<file path="config.mk">
export PLATFORM = sky130hd
export DESIGN_NAME = mm_result_drain_ctrl_flat
export DESIGN_NICKNAME = d
export VERILOG_FILES = /design/src/rtl/mm_result_drain_ctrl_if.sv /design/src/rtl/mm_result_drain_ctrl.sv /design/src/flat_wrapper.sv
export SDC_FILE = /design/constraint.sdc
export NUM_CORES = 1
export LEC_CHECK = 0
export ABC_AREA = 1
export CORE_MARGIN = 2
export CORE_UTILIZATION = 25
export DETAILED_ROUTE_END_ITERATION = 8
export GPL_TIMING_DRIVEN = 0
export PLACE_DENSITY = 0.44
export SYNTH_ARGS = -nofsm -noshare
export SYNTH_HDL_FRONTEND = slang
export SYNTH_SLANG_ARGS = --single-unit
</file>
<file path="constraint.sdc">
create_clock -name clk -period 3.3 [get_ports clk]
set_clock_uncertainty 0.2 [all_clocks]
set_input_delay 0.495 -clock clk [delete_from_list [all_inputs] [get_ports clk]]
set_output_delay 0.495 -clock clk [all_outputs]
set_load 0.02 [all_outputs]
</file>
<file path="src/rtl/mm_result_drain_ctrl_if.sv">
// CCI-P c1Tx-style write request channel between the result drain controller
// and the host write path; wr_alm_full flows back as the only flow control.
interface mm_result_drain_ctrl_if #(
  parameter int ADDR_W = 42
);
  logic              wr_alm_full;
  logic              wr_valid;
  logic [ADDR_W-1:0] wr_addr;
  logic [511:0]      wr_data;

  modport master (input wr_alm_full, output wr_valid, output wr_addr, output wr_data);
  modport slave  (output wr_alm_full, input wr_valid, input wr_addr, input wr_data);
endinterface

</file>
<file path="src/rtl/mm_result_drain_ctrl.sv">
// Sequences one Multi_top matrix-multiply job, drains the z result RAM into
// 512-bit lines for host write-back, then writes a status/flag line.
module mm_result_drain_ctrl #(
  parameter int Z_DEPTH        = 64,
  parameter int WORDS_PER_LINE = 16,
  parameter int ADDR_W         = 42,
  parameter int TIMEOUT        = 65535,
  localparam int ZA_W          = $clog2(Z_DEPTH)
) (
  input  logic                   clk,
  input  logic                   reset_n,
  input  logic                   go,
  input  logic [ADDR_W-1:0]      base_addr,
  output logic                   mm_start,
  input  logic                   mm_done,
  output logic [ZA_W-1:0]        z_rd_addr,
  input  logic [31:0]            z_dout,
  mm_result_drain_ctrl_if.master wr,
  output logic                   busy,
  output logic                   timeout_err
);

  localparam int NUM_LINES = Z_DEPTH / WORDS_PER_LINE;
  localparam int LINE_W    = $clog2(NUM_LINES + 1);
  localparam int RC_W      = $clog2(WORDS_PER_LINE + 1);

  typedef enum logic [2:0] {
    ST_IDLE   = 3'd0,
    ST_START  = 3'd1,
    ST_WAIT   = 3'd2,
    ST_READ   = 3'd3,
    ST_WRITE  = 3'd4,
    ST_FLAG   = 3'd5,
    ST_FINISH = 3'd6
  } state_t;

  state_t              state_r, state_s;
  logic                mm_start_r, mm_start_s;
  logic                wr_valid_r, wr_valid_s;
  logic [ADDR_W-1:0]   wr_addr_r, wr_addr_s;
  logic [511:0]        wr_data_r, wr_data_s;
  logic                busy_r, busy_s;
  logic                timeout_err_r, timeout_err_s;
  logic [ZA_W-1:0]     z_rd_addr_r, z_rd_addr_s;
  logic [15:0]         wdog_r, wdog_s, wdog_inc_s;
  logic [RC_W-1:0]     rd_cnt_r, rd_cnt_s;
  logic [LINE_W-1:0]   line_idx_r, line_idx_s;
  logic [ADDR_W-1:0]   base_r, base_s;

  // Flag line layout: [63:0] completion kind, [95:64] lines written, [127:96] watchdog.
  function automatic logic [511:0] flag_line(input logic [63:0] kind,
                                             input logic [31:0] lines,
                                             input logic [15:0] wdog);
    flag_line = {384'd0, 16'd0, wdog, lines, kind};
  endfunction

  // Next-state and next-output computation for the job sequencer.
  always_comb begin
    state_s       = state_r;
    mm_start_s    = 1'b0;
    wr_valid_s    = 1'b0;
    wr_addr_s     = wr_addr_r;
    wr_data_s     = wr_data_r;
    busy_s        = busy_r;
    timeout_err_s = timeout_err_r;
    z_rd_addr_s   = z_rd_addr_r;
    wdog_s        = wdog_r;
    rd_cnt_s      = rd_cnt_r;
    line_idx_s    = line_idx_r;
    base_s        = base_r;
    wdog_inc_s    = wdog_r + 16'd1;

    case (state_r)
      ST_IDLE: begin
        if (go) begin
          base_s        = base_addr;
          timeout_err_s = 1'b0;
          busy_s        = 1'b1;
          mm_start_s    = 1'b1;
          state_s       = ST_START;
        end else begin
          state_s = ST_IDLE;
        end
      end

      ST_START: begin
        wdog_s  = 16'd0;
        state_s = ST_WAIT;
      end

      ST_WAIT: begin
        wdog_s = wdog_inc_s;
        // A done arriving on the expiry cycle still takes the normal path.
        if (mm_done) begin
          line_idx_s  = {LINE_W{1'b0}};
          rd_cnt_s    = {RC_W{1'b0}};
          z_rd_addr_s = {ZA_W{1'b0}};
          state_s     = ST_READ;
        end else if (wdog_inc_s == 16'(TIMEOUT)) begin
          timeout_err_s = 1'b1;
          wr_data_s     = flag_line(64'd2, 32'd0, wdog_inc_s);
          state_s       = ST_FLAG;
        end else begin
          state_s = ST_WAIT;
        end
      end

      ST_READ: begin
        // RAM data lags the address by one cycle, so word k lands while rd_cnt is k+1.
        for (int k = 0; k < WORDS_PER_LINE; k++) begin
          wr_data_s[32*k +: 32] = (rd_cnt_r == RC_W'(k + 1)) ? z_dout : wr_data_r[32*k +: 32];
        end
        if (rd_cnt_r < RC_W'(WORDS_PER_LINE - 1)) begin
          z_rd_addr_s = z_rd_addr_r + ZA_W'(1);
        end else begin
          z_rd_addr_s = z_rd_addr_r;
        end
        if (rd_cnt_r == RC_W'(WORDS_PER_LINE)) begin
          rd_cnt_s = {RC_W{1'b0}};
          state_s  = ST_WRITE;
        end else begin
          rd_cnt_s = rd_cnt_r + RC_W'(1);
          state_s  = ST_READ;
        end
      end

      ST_WRITE: begin
        if (wr_valid_r) begin
          line_idx_s = line_idx_r + LINE_W'(1);
          if (line_idx_r == LINE_W'(NUM_LINES - 1)) begin
            wr_data_s = flag_line(64'd1, 32'(line_idx_s), wdog_r);
            state_s   = ST_FLAG;
          end else begin
            z_rd_addr_s = z_rd_addr_r + ZA_W'(1);
            rd_cnt_s    = {RC_W{1'b0}};
            state_s     = ST_READ;
          end
        end else if (!wr.wr_alm_full) begin
          wr_valid_s = 1'b1;
          wr_addr_s  = base_r + ADDR_W'(1) + ADDR_W'(line_idx_r);
        end else begin
          wr_valid_s = 1'b0;
        end
      end

      ST_FLAG: begin
        if (wr_valid_r) begin
          state_s = ST_FINISH;
        end else if (!wr.wr_alm_full) begin
          wr_valid_s = 1'b1;
          wr_addr_s  = base_r;
        end else begin
          wr_valid_s = 1'b0;
        end
      end

      ST_FINISH: begin
        busy_s      = 1'b0;
        z_rd_addr_s = {ZA_W{1'b0}};
        state_s     = ST_IDLE;
      end

      default: begin
        state_s = ST_IDLE;
      end
    endcase
  end

  // State and output registers; reset aborts any job in flight.
  always_ff @(posedge clk or negedge reset_n) begin
    if (!reset_n) begin
      state_r       <= ST_IDLE;
      mm_start_r    <= 1'b0;
      wr_valid_r    <= 1'b0;
      wr_addr_r     <= {ADDR_W{1'b0}};
      wr_data_r     <= 512'd0;
      busy_r        <= 1'b0;
      timeout_err_r <= 1'b0;
      z_rd_addr_r   <= {ZA_W{1'b0}};
      wdog_r        <= 16'd0;
      rd_cnt_r      <= {RC_W{1'b0}};
      line_idx_r    <= {LINE_W{1'b0}};
      base_r        <= {ADDR_W{1'b0}};
    end else begin
      state_r       <= state_s;
      mm_start_r    <= mm_start_s;
      wr_valid_r    <= wr_valid_s;
      wr_addr_r     <= wr_addr_s;
      wr_data_r     <= wr_data_s;
      busy_r        <= busy_s;
      timeout_err_r <= timeout_err_s;
      z_rd_addr_r   <= z_rd_addr_s;
      wdog_r        <= wdog_s;
      rd_cnt_r      <= rd_cnt_s;
      line_idx_r    <= line_idx_s;
      base_r        <= base_s;
    end
  end

  assign mm_start    = mm_start_r;
  assign wr.wr_valid = wr_valid_r;
  assign wr.wr_addr  = wr_addr_r;
  assign wr.wr_data  = wr_data_r;
  assign busy        = busy_r;
  assign timeout_err = timeout_err_r;
  assign z_rd_addr   = z_rd_addr_r;

endmodule

</file>
<file path="src/flat_wrapper.sv">
// flat-port wrapper written by rule: the top's interface ports become plain ports
module mm_result_drain_ctrl_flat 
#(
  parameter int Z_DEPTH        = 64,
  parameter int WORDS_PER_LINE = 16,
  parameter int ADDR_W         = 42,
  parameter int TIMEOUT        = 65535,
  localparam int ZA_W          = $clog2(Z_DEPTH)
)
  (clk, reset_n, go, base_addr, mm_start, mm_done, z_rd_addr, z_dout, busy, timeout_err, wr_wr_alm_full, wr_wr_valid, wr_wr_addr, wr_wr_data);
  mm_result_drain_ctrl_if #(.ADDR_W(ADDR_W)) wr_i ();
  input  logic clk;
  input  logic reset_n;
  input  logic go;
  input  logic [ADDR_W-1:0] base_addr;
  output logic mm_start;
  input  logic mm_done;
  output logic [ZA_W-1:0] z_rd_addr;
  input  logic [31:0] z_dout;
  output logic busy;
  output logic timeout_err;
  input wire logic [$bits(wr_i.wr_alm_full)-1:0] wr_wr_alm_full;
  output wire logic [$bits(wr_i.wr_valid)-1:0] wr_wr_valid;
  output wire logic [$bits(wr_i.wr_addr)-1:0] wr_wr_addr;
  output wire logic [$bits(wr_i.wr_data)-1:0] wr_wr_data;
  assign wr_i.wr_alm_full = wr_wr_alm_full;
  assign wr_wr_valid = wr_i.wr_valid;
  assign wr_wr_addr = wr_i.wr_addr;
  assign wr_wr_data = wr_i.wr_data;
  mm_result_drain_ctrl #(.Z_DEPTH(Z_DEPTH), .WORDS_PER_LINE(WORDS_PER_LINE), .ADDR_W(ADDR_W), .TIMEOUT(TIMEOUT)) u_core (.clk(clk), .reset_n(reset_n), .go(go), .base_addr(base_addr), .mm_start(mm_start), .mm_done(mm_done), .z_rd_addr(z_rd_addr), .z_dout(z_dout), .wr(wr_i), .busy(busy), .timeout_err(timeout_err));
endmodule
</file>
==> Word level (Yosys, flattened, before mapping) <==
Index checks and enable logic that the tools add are counted.
{ "totals": {"reg_bits": 633, "elab_cells": 179, "out_inout_bits": 564, "input_bits": 79} }
{ "classes": {"n_eq_ne": 53, "add_sub_neg": 6, "n_reduce_logical": 33, "magnitude_cmp": 1, "n_mux": 59} }
{ "ops": {"columns": ["cell", "n"], "rows": [
  ["512-bit two-way mux", 4],
  ["512-bit case mux with 3 select lines", 1],
  ["32-bit two-way mux", 16],
  ["42-bit two-way mux", 4],
  ["6-bit AND reduction", 16],
  ["42-bit case mux with 2 select lines", 1],
  ["42-bit by 1-bit adder with 42-bit output, second input constant", 1],
  ["42-bit by 3-bit adder with 42-bit output", 1],
  ["2-bit by 1-bit inequality test with 1-bit output, second input constant", 21],
  ["5-bit by 4-bit equality test with 1-bit output, second input constant", 8],
  ["16-bit case mux with 2 select lines", 1],
  ["3-bit two-way mux", 8],
  ["6-bit two-way mux", 4],
  ["6-bit case mux with 4 select lines", 1],
  ["5-bit by 3-bit equality test with 1-bit output, second input constant", 4],
  ["5-bit two-way mux", 4],
  ["3-bit case mux with 6 select lines", 1],
  ["16-bit by 1-bit adder with 16-bit output, second input constant", 1],
  ["16-bit equality test, second input constant", 1],
  ["2-bit inequality test, second input constant", 8],
  ["5-bit case mux with 3 select lines", 1],
  ["5-bit by 2-bit equality test with 1-bit output, second input constant", 2],
  ["1-bit two-way mux", 10],
  ["5-bit AND reduction", 2],
  ["other kinds (19)", 31]
]} }

==> Longest topological paths before layout <==
{ "depth": {"word_depth": 5, "ltp_mapped": 17, "mapped_depth_nobuf": 16} }

==> Least setup slack after synthesis <==
OpenSTA, ideal clock, no wires.
{ "synth_timing": {"path_type": "reg2reg", "start": "register u_core.line_idx_r[0]", "end": "register u_core.wr_addr_r[22] (netlist: u_core.wr.wr_addr[22])", "t_required_ns": 2.966, "path_stages_with_launch": 15, "synth_period_minus_slack_ns": 2.554, "setup_time_ns": 0.134, "slack_ns": 0.746, "arrival_time_ns": 2.220, "path_buffers": 0, "cell_sequence": "dfrtp_1 -> inv_1 -> ha_1 -> inv_1 -> fa_1 -> nand2_1 -> nand2_1 -> nand2_1 -> nor2_1 -> nand2_1 -> nor3_1 -> nand2_1 -> nor2_1 -> xor2_1 -> o21ai_0"} }
{ "synth_between": {"elab_chain_len": 4} }
{ "synth_lines": {"columns": ["element", "line", "rtl"], "rows": [
  ["start: declaration", "mm_result_drain_ctrl.sv:47", "logic [LINE_W-1:0] line_idx_r, line_idx_s;"],
  ["start signal: assignment", "mm_result_drain_ctrl.sv:182", "line_idx_r <= {LINE_W{1'b0}};"],
  ["start signal: assignment", "mm_result_drain_ctrl.sv:195", "line_idx_r <= line_idx_s;"],
  ["42-bit by 3-bit adder with 42-bit output", "mm_result_drain_ctrl.sv:140", "wr_addr_s = base_r + ADDR_W'(1) + ADDR_W'(line_idx_r);"],
  ["42-bit two-way mux", "mm_result_drain_ctrl.sv:138", "end else if (!wr.wr_alm_full) begin"],
  ["42-bit two-way mux", "mm_result_drain_ctrl.sv:128", "if (wr_valid_r) begin"],
  ["42-bit case mux with 2 select lines", "mm_result_drain_ctrl.sv:73", "case (state_r)"],
  ["end signal: assignment", "mm_result_drain_ctrl.sv:175", "wr_addr_r <= {ADDR_W{1'b0}};"],
  ["end signal: assignment", "mm_result_drain_ctrl.sv:188", "wr_addr_r <= wr_addr_s;"],
  ["end: declaration", "mm_result_drain_ctrl.sv:40", "logic [ADDR_W-1:0] wr_addr_r, wr_addr_s;"]
]} }
No other way between the ends. The select of a mux whose other input is x is not followed.
A chain may end at the register's enable or synchronous reset.

==> Final worst setup path <==
{ "layout_timing": {"start": "register u_core.state_r[2]", "end": "register u_core.wr_data_r[4] (netlist: u_core.wr.wr_data[4])"} }
{ "layout_between": {"elab_chain_len": 3, "elab_cells_between_ends": 11, "classes_between": "8 x eq/ne; 1 x mux; 2 x reduce/logical"} }
{ "layout_lines": {"columns": ["element", "line", "rtl"], "rows": [
  ["start: declaration", "mm_result_drain_ctrl.sv:37", "state_t state_r, state_s;"],
  ["start signal: assignment", "mm_result_drain_ctrl.sv:185", "state_r <= state_s;"],
  ["3-bit by 2-bit equality test with 1-bit output or 3-bit equality test (tied branches)", "mm_result_drain_ctrl.sv:73", null],
  ["2-bit by 1-bit inequality test with 1-bit output (no source line), or another cell as far along", null, null],
  ["6-bit AND reduction (no source line)", null, null],
  ["end signal: assignment", "mm_result_drain_ctrl.sv:189", "wr_data_r <= wr_data_s;"],
  ["end: declaration", "mm_result_drain_ctrl.sv:41", "logic [511:0] wr_data_r, wr_data_s;"]
]} }
Parallel ways exist; a longest one is shown, timed or not.

==> results by group <==
Setup path
  • Crit path launch type: register
  • Delay-heaviest family, CP: buffers and inverters
  • Buf/Inv on CP: 4
  • WP data required: between 3000 and 4000 ps
  • Worst r2r src: u_core.state_r[2]$_DFFE_PN0P_
  • CP cell instances: inv_2 > nand2_1 > nor2_1 > buf_2 > buf_2 > nand2_1 > clkbuf_1 > o21ai_0
  • CP max stage delay: between 400 and 500 ps
  • Worst-path fanout max: 10
  • CP startpoint: u_core.state_r[2]$_DFFE_PN0P_
  • Setup CP Type: register to register
  • Element type at the critical path end: register
  • CP arrival: between 3000 and 4000 ps
  • Slowest stage cell, crit path: clkbuf_1

Global routing
  • Initial antenna violation count: 6
  • Gr ovfl total: 0
  • Gr usage total: 0.221
  • Largest net degree at the start of global routing: roughly 110
  • First-pass GRT wire length: 167,000 um
  • Vias in the first global route: around 22,000

Cells and area
  • Most frequent cells in the layout: nand2_1 (880), clkdlybuf4s50_1 (641), dfrtp_1 (633)
  • Layout area overhead: 42.9%
  • Nets: 3,586
  • Commonest non-fill, non-tap cell in the layout: nand2_1
  • Share of layout cells above drive strength 1: 0.0790

Outcome
  • Status: finished clean

Job
  • Max-Cap Viols: 0

Detailed routing
  • Vias per cell: between 4 and 5
  • DRC: 0
  • Initial DRT Pass Iterations: 6
  • DR iter-0 viols: around 1,600
  • DRT Wirelength: 118,000 um
  • Routed vias: between 20,000 and 25,000
  • Drt wl/cell: 24.0 um
  • Antenna Nets Post-Route: 0

STA
  • Slew Limit Fails: 0
  • Final Hold Viols: 0
  • Setup TNS: 0 ps
  • Worst-margin pin slew: about 970 ps
  • Worst slew margin: 0.351
  • Final Cycle Share: 0.947
  • Fin Hold WS: 199 ps
  • Max Clk Rate: ~320 MHz
  • Tmin final: around 3100 ps
  • Final Setup Violations: 0

Floorplanning
  • Io pins: approximately 640
  • Die Width: around 320 um
  • Total core area: ~0.10 sq mm
  • Initial core utilization: 0.251
  • Rows: between 100 and 150
  • Die area: approximately 0.10 sq mm
  • Die Y: 323 um

Yosys
  • Synth unique cells: 44
  • Post-synth EDFFs: 0
  • Yosys reg bits: ~630
  • FFs w/ async S/R, synth: 1.00
  • Syn_nets: between 2,000 and 3,000
  • Cells after synthesis: about 2,800
  • Synth warn: 0
  • Synth Area per Inst: between 9 and 10 sq um
  • Sequential share of the synthesized area: 0.621
  • Post-Syn Area: roughly 0.025 sq mm
  • Synth Flop Type: dfrtp_1

Power
  • Pleak: 0.0161 uW
  • Switch share: 0.456
  • Clock group share of total power: 0.225
  • Peak supply drop: between 0.3 and 0.4 mV
  • P_sw: around 17,000 uW
  • Power Density: 1040 mW/mm^2
  • Sequential power share: 0.301
  • Internal Power: slightly above 20,000 uW
  • Comb pwr share: 0.474

Place
  • Gp weighted congestion: roughly 0.84
  • HPWL after DPL: around 90,000 um
  • Port Buffers: 642

Clocking
  • CTS tree: yes
  • Worst-skew pair later-pin latency: about 640 ps
  • Clk pin slew, worst setup/hold paths: 60 ps
  • H-tree levels: 3
  • Max clock buf depth: 3
  • Clock root buffer: clkbuf_16
  • TritonCTS Sinks: approximately 630
  • CTS buffer count: between 70 and 80

Worst hold path
  • Hold Crit Class: input port to register
  • Hold Path Origin: base_addr[9]
[Yosys cell counts (2+ instances only)]
library cell    n  area share
o31ai_1         4      0.0012
or2_2           3     0.00074
o21ai_0       334       0.066
nor2_2          4     0.00098
inv_1         132       0.019
nand3_2         3      0.0012
nand2_1       892        0.13
ha_1           13      0.0064
nor2_4          3      0.0013
nor3_1         22      0.0043
buf_1           2     0.00029
nand4_1        50       0.012
nand3_1        64       0.013
nor4_1          2     0.00049
o22ai_1        14      0.0034
buf_2          79       0.016
nand2_2         7      0.0017
o221ai_1        9      0.0031
o21ai_1       201       0.039
nor2_1        106       0.016
buf_6           2     0.00088
o211ai_1        4      0.0012
clkbuf_1       81       0.012
buf_4           2     0.00059
clkinv_1        3     0.00044
nand2_4         7      0.0031
xor2_1         25      0.0086
a31oi_1        10      0.0025
a221oi_1        2     0.00069
dfrtp_1       633        0.62
a21oi_1        28      0.0055
inv_2           4     0.00059
xnor2_1         5      0.0017
[kinds of logic after synthesis]
group | count (synthesis) | synth area share
buf+inv | 306 | 0.0504
flops | 633 | 0.621
xor+xnor | 30 | 0.0103
fa+ha+maj | 14 | 0.00716
simple gates | 1167 | 0.187
compound gates | 611 | 0.124
[per-stage QoR]
| step | instances | cell area [sq um] | power [uW] | setup slack (ps) | utilization |
|---|---|---|---|---|---|
| after global routing | 4913 | 36400 | 40100 | -20.8 | 0.359 |
| after floorplan | 2761 | 25500 | 20000 | 746 | - |
| final | 4914 | 36400 | 37900 | 175 | 0.359 |
| after global placement | 4771 | 33600 | 29600 | -29930 | 0.332 |
| after CTS | 4908 | 36300 | 38300 | -32.2 | 0.358 |
| after detailed placement | 4777 | 33800 | 29600 | -342 | 0.333 |
[tightest hold or removal path: stages]
cell and delay (ps):
clkdlybuf4s50_1 400, nand2_1 60, nand2_1 40
[per-layer routing]
metal,vias to the layer above,GRT usage,wire [um]
li1,10500,-,-
met1,11300,0.290,51300
met2,707,0.355,54300
met3,159,0.0556,8190
met4,4,0.0722,4040
met5,-,0,20
[final timing paths]
path / to / slack [ps] / cells past startpoint
min in group asynchronous: u_core.wr.wr_data[183]$_DFFE_PN0P_ / 210 / 2
setup reg to reg: u_core.wr.wr_data[4]$_DFFE_PN0P_ / 170 / 8
setup / recovery: u_core.wr.wr_data[4]$_DFFE_PN0P_ / 170 / 8
hold reg to reg: u_core.wr.wr_data[500]$_DFFE_PN0P_ / 270 / 2
hold / removal: u_core.base_r[9]$_DFFE_PN0P_ / 200 / 3
max in group asynchronous: u_core.wr.wr_data[424]$_DFFE_PN0P_ / 1120 / 4
[sequential cells by signal (all words and copies together) (netlist names)]
register,cells
u_core.wr.wr_addr,42
u_core.mm_start,1
u_core.timeout_err,1
u_core.z_rd_addr,6
u_core.wr.wr_data,512
u_core.line_idx_r,3
u_core.wdog_r,16
u_core.rd_cnt_r,5
u_core.state_r,3
u_core.busy,1
u_core.wr.wr_valid,1
u_core.base_r,42
[area by class of cell]
class	instances	area [sq um]
Sequential cell	633	15800
Clock inverter	24	255
Buffer	166	791
Tap cell	1368	1710
Inverter	139	526
Multi-Input combinational cell	1822	8450
Clock buffer	107	2210
Antenna cell	1	2.50
Timing Repair Buffer	654	6640
Fill cell	10500	65000
[power by group through the flow]
stage | clock network (uW) | logic, uW | registers (uW)
4_1_cts | 8750 | 18100 | 11400
3_5_place_dp | 0 | 18100 | 11500
5_1_grt | 9050 | 19400 | 11700
6_report | 8510 | 18000 | 11400
3_3_place_gp | 0 | 18000 | 11600
2_1_floorplan | 0 | 6530 | 13500
[what timing repair did]
item                                   CTS  global route
cloned                                   0             0
hold buffers                             1             0
buffers inserted                         0             5
endpoints found under the hold margin   60             0
pin swaps                                0             1
setup endpoints to repair               70           273
gates resized for setup                  9            55
Power figures use the tool's default switching activity.
